==> config.mk <==
export PLATFORM = sky130hd
export DESIGN_NAME = i2s_rx
export DESIGN_NICKNAME = d
export VERILOG_FILES = /design/src/rtl/i2s_rx.sv
export SDC_FILE = /design/constraint.sdc
export NUM_CORES = 1
export LEC_CHECK = 0
export CELL_PAD_IN_SITES_DETAIL_PLACEMENT = 0
export CELL_PAD_IN_SITES_GLOBAL_PLACEMENT = 2
export CORE_ASPECT_RATIO = 1.4
export CORE_MARGIN = 3
export CORE_UTILIZATION = 38
export DETAILED_ROUTE_END_ITERATION = 10
export HOLD_SLACK_MARGIN = 0.08
export PLACE_DENSITY_LB_ADDON = 0.1
export SLEW_MARGIN = 30
export SYNTH_ARGS = -nofsm -noshare
export SYNTH_HDL_FRONTEND = slang
export SYNTH_SLANG_ARGS = --single-unit
==> constraint.sdc <==
create_clock -name sclk -period 4.8 [get_ports sclk]
set_clock_uncertainty 0.15 [all_clocks]
set_input_delay 0.72 -clock sclk [delete_from_list [all_inputs] [get_ports sclk]]
set_output_delay 0.72 -clock sclk [all_outputs]
set_load 0.01 [all_outputs]
==> src/rtl/i2s_rx.sv <==
// I2S receiver: deserialises lrclk/sdata slots MSB-first,
// verifies slot length and delivers left/right pairs.
module i2s_rx #(
  parameter int AUDIO_DW  = 24,
  parameter int prescaler = 32
) (
  input  logic                sclk,
  input  logic                rst,
  input  logic                lrclk,
  input  logic                sdata,
  output logic [AUDIO_DW-1:0] left_chan,
  output logic [AUDIO_DW-1:0] right_chan,
  output logic                sample_valid,
  output logic                locked,
  output logic                frame_err
);

  localparam int CW = $clog2(prescaler + 2);
  localparam logic [CW-1:0] CNT_P   = CW'(prescaler);
  localparam logic [CW-1:0] CNT_MAX = CW'(prescaler + 1);
  localparam logic [CW-1:0] CNT_DW  = CW'(AUDIO_DW);

  typedef enum logic [1:0] {
    S_SEARCH,
    S_SYNC,
    S_LOCKED
  } state_t;

  state_t              state;
  logic                lrclk_d;
  logic [CW-1:0]       cnt;
  logic [AUDIO_DW-1:0] sh;
  logic                slot_ch;
  logic                left_ok;
  logic [AUDIO_DW-1:0] left_hold;
  logic                pend;

  logic                lr_edge;
  logic                in_win;
  logic                done;
  logic                err;
  logic [AUDIO_DW-1:0] word;

  assign lr_edge = lrclk != lrclk_d;
  assign in_win  = (cnt != '0) && (cnt <= CNT_DW);
  assign done    = cnt == CNT_DW;
  assign word    = {sh[AUDIO_DW-2:0], sdata};
  assign err     = (state == S_LOCKED) &&
                   (lr_edge ? (cnt != CNT_P)
                            : (cnt == CNT_P));
  assign locked  = state == S_LOCKED;

  // Track lrclk even in reset so release never fakes an edge
  always_ff @(posedge sclk) begin
    lrclk_d <= lrclk;
  end

  // Slot length counter, channel tag and bit shifter
  always_ff @(posedge sclk) begin
    if (rst) begin
      cnt     <= '0;
      sh      <= '0;
      slot_ch <= 1'b0;
    end else begin
      if (lr_edge) begin
        cnt     <= CW'(1);
        slot_ch <= lrclk;
      end else if (cnt != CNT_MAX) begin
        cnt <= cnt + 1'b1;
      end
      if (in_win) begin
        sh <= word;
      end
    end
  end

  // Lock state machine, error pulse and pair assembly
  always_ff @(posedge sclk) begin
    if (rst) begin
      state     <= S_SEARCH;
      frame_err <= 1'b0;
      left_ok   <= 1'b0;
      left_hold <= '0;
      pend      <= 1'b0;
    end else begin
      frame_err <= 1'b0;
      pend      <= 1'b0;
      unique case (state)
        S_SEARCH: begin
          if (lr_edge) begin
            state <= S_SYNC;
          end
        end
        S_SYNC: begin
          if (lr_edge && (cnt == CNT_P)) begin
            state <= S_LOCKED;
          end
        end
        S_LOCKED: begin
          if (err) begin
            state     <= S_SYNC;
            frame_err <= 1'b1;
            left_ok   <= 1'b0;
          end else if (done) begin
            if (!slot_ch) begin
              left_ok   <= 1'b1;
              left_hold <= word;
            end else if (left_ok) begin
              pend    <= 1'b1;
              left_ok <= 1'b0;
            end
          end
        end
        default: begin
          state <= S_SEARCH;
        end
      endcase
    end
  end

  // Output words, updated one cycle after the right LSB lands
  always_ff @(posedge sclk) begin
    if (rst) begin
      left_chan    <= '0;
      right_chan   <= '0;
      sample_valid <= 1'b0;
    end else begin
      sample_valid <= pend;
      if (pend) begin
        left_chan  <= left_hold;
        right_chan <= sh;
      end
    end
  end

endmodule
==> impl_metrics.csv <==
group,metric,value,unit
cts,cts.sinks,110,
synth,yosys.area_share.simple,17.23,%
synth,yosysUniqueCellTypes,39,
layout,diodes,0,
cts,cts.path.max_buffers,2,
synth,async_reset_ff_share,0,%
timing,maxSlewViolCount,0,
synth,synth_adder_area_share,1.184,%
detailed_routing,detail-route-antenna-nets,0,
worst_setup_path,path_max_fanout,9,
synth,synth-edff-count,0,
job,drv_cap,0,
placement,pre_cts_ws,1474,ps
worst_setup_path,cp_cell_sequence,"clkdlybuf4s50_1, xor2_1, ha_1, nor2_1, and4b_1, mux2i_1",
timing,setup_tns,0,ps
layout,final_core_util,47.88,%
layout,postLayoutCellArea,0.005087,sq mm
die,design.die.area,0.01244,sq mm
synth,ys_ff_latch,110,
timing,finalSetupViolCount,0,
timing,hold_violations,0,
synth,yosysSeqAreaShare,52.10,%
grt,grt_first_pass_wirelength,13260,microns
layout,final_cells,575,
die,std_cell_rows,44,
power_and_ir_drop,vdd_drop_max,0.1784,mV
worst_setup_path,endpoint_kind,"flip-flop",
layout,nets,443,
synth,synth_ff_type,"dfxtp_1",
worst_setup_path,r2r_cells,6,
worst_setup_path,rr_startpoint,"cnt[5]",
grt,grt_max_degree,66,
layout,area_growth,20.37,%
cts,cts_tree,"done",
worst_setup_path,worst_ep_arrival_time,3080,ps
synth,avgSynthCellArea,10.81,sq um
layout,layout_common_cells,"dfxtp_1, mux2i_1, nor2_1",
placement,dp_hpwl,5226,microns
die,start_util,39.78,%
hold_path,holdCritPathClass,"flip-flop to flip-flop",
worst_setup_path,timing.rr.end,"left_hold[14]",
detailed_routing,vias,2722,
die,io_pins,55,
worst_setup_path,path_buf_inv,1,
detailed_routing,wl,7802,microns
timing,tightest_slew,683.6,ps
cts,cts-resized-gates,0,
synth,synth.net_count,399,
grt,gr-total-overflow,0,
timing,min_period,2956,ps
detailed_routing,post-route-drc-count,0,
die,fp.dieH,130.8,microns
timing,min_period_over_period,61.59,%
worst_setup_path,start_kind,"primary input",
power_and_ir_drop,static-leakage-power,1.889,nW
layout,layout_commonest_cell,"dfxtp_1",
synth,syn_area,0.004227,sq mm
run_status,outcome,"completed",
detailed_routing,drt_iter0_markers,91,
timing,whs,301.9,ps
cts,cts_hold_buf,0,
cts,numCtsBuffers,9,
worst_setup_path,crit_family,"simple AND/OR/NAND/NOR gates",
die,core,0.01063,sq mm
placement,place_inst,562,
layout,drive_gt1_share,4.805,%
hold_path,min_from,"left_ok",
hold_path,holdPathStages,2,
worst_setup_path,max_stage_delay,590,ps
grt,grt_use_total,13.76,%
placement,port_buffers,54,
synth,synth_xor_area_share,0.8289,%
cts,clk_pin_slew,70,ps
worst_setup_path,crit_type,"primary input to flip-flop",
cts,clkLatencyLatePin,340,ps
worst_setup_path,crit_path_top_delay_cell,"and4b_1",
power_and_ir_drop,power.density,326.3,mW/mm^2
timing,timing.final.ws_setup,1844,ps
timing,rsz0062_at_grt,"false",
timing,fmaxAchievable,338.3,MHz
cts,post-cts-setup-buffers,0,
hold_path,min_to,"pend",
worst_setup_path,cp_data_required_time,4920,ps
detailed_routing,drtPass1Iterations,4,
worst_setup_path,reg2reg_slack,2110,ps
synth,syn-instance-count,391,
synth,synth_top_family_by_area,"multiplexers",
placement,gp_congestion,0.7107,
detailed_routing,wl_per_cell,13.57,microns
power_and_ir_drop,finalPower,1.660,mW
die,die_w,95.13,microns
synth,synth_compound_gate_area_share,2.487,%
layout,multi_input_area,0.001879,sq mm
synth,synthMuxAreaShare,22.74,%
cts,htreeDepth,3,
grt,grt_antenna_before_repair,0,
detailed_routing,detail_route.vias_per_cell,4.734,
worst_setup_path,cp.depth,6,
layout,fillers,1002,
timing,timing.slew.headroom,54.43,%
cts,cts_root_buf,"clkbuf_16",
layout,register_area,0.002203,sq mm
synth,yosys_warnings,0,
placement,place_area,0.004832,sq mm
grt,first_global_vias,2680,
report_power, final:
group / total (mW) / internal [mW] / switching, mW
Sequential: 0.922 / 0.917 / 0.00478
Clock: 0.666 / 0.359 / 0.307
Combinational: 0.0716 / 0.0312 / 0.0404
Total: 1.66 / 1.31 / 0.353
cells by family (layout without fill, tap and decap cells):
| kind of cell | Yosys count | count (layout) |
|---|---|---|
| AO/OA/AOI/OAI | 14 | 14 |
| XOR/XNOR | 4 | 4 |
| adder cells (fa/ha/maj) | 4 | 4 |
| buffers and inverters | 29 | 75 |
| flip-flops | 110 | 110 |
| multiplexers | 96 | 96 |
| AND/OR/NAND/NOR | 134 | 134 |
worst max-delay path by stage:
stage | start | endpoint | slack [ps]
2_1_floorplan | lrclk | left_hold[11] | 2520
3_3_place_gp | lrclk | left_hold[17] | 1540
3_5_place_dp | lrclk | left_hold[17] | 1470
4_1_cts | lrclk | left_hold[14] | 1810
5_1_grt | lrclk | left_hold[13] | 1650
6_report | lrclk | left_hold[14] | 1840
worst register-to-register path, stage by stage, from the launching register on:
cell and delay (ps):
dfxtp_1 490, or3b_2 530, nor2_1 110, ha_1 260, nor2_1 260, and4b_1 590, mux2i_1 240
state kept, by name, summed over array words and instances, names as in the netlist:
name and flops:
frame_err 1, right_chan 24, cnt 6, left_hold 24, sample_valid 1, sh 24, pend 1, lrclk_d 1
left_chan 24, left_ok 1, slot_ch 1, state 2
per-layer routing:
metal	GRT usage [%]	routed length, microns
met2	21.48	3702
met5	0	0
met1	17.74	3677
met4	5.353	128
met3	4.238	294
final cells by class:
type | count | share of cell area [%]
repair buffers | 57 | 10.97
multi-input cells | 252 | 36.94
clock inverters | 1 | 0.1722
inverters | 5 | 0.3689
flip-flops and latches | 110 | 43.31
well taps | 138 | 3.394
clock buffers | 12 | 4.845
synth_stat cells, types with 2 or more instances:
library cell	n	area, sq um
a21oi_1	3	15.01
buf_1	4	15.01
buf_2	8	40.04
buf_6	3	33.78
clkbuf_1	8	30.03
dfxtp_1	110	2202
ha_1	4	50.05
inv_1	4	15.01
mux2i_1	96	960.9
nand2_1	6	22.52
nand2b_1	52	325.3
nand3_1	3	15.01
nor2_1	54	202.7
nor2b_1	2	12.51
nor3_1	5	25.02
nor4_1	2	12.51
o21ai_0	3	15.01
xor2_1	3	26.28
No activity file was read; power rests on OpenSTA's default activity.
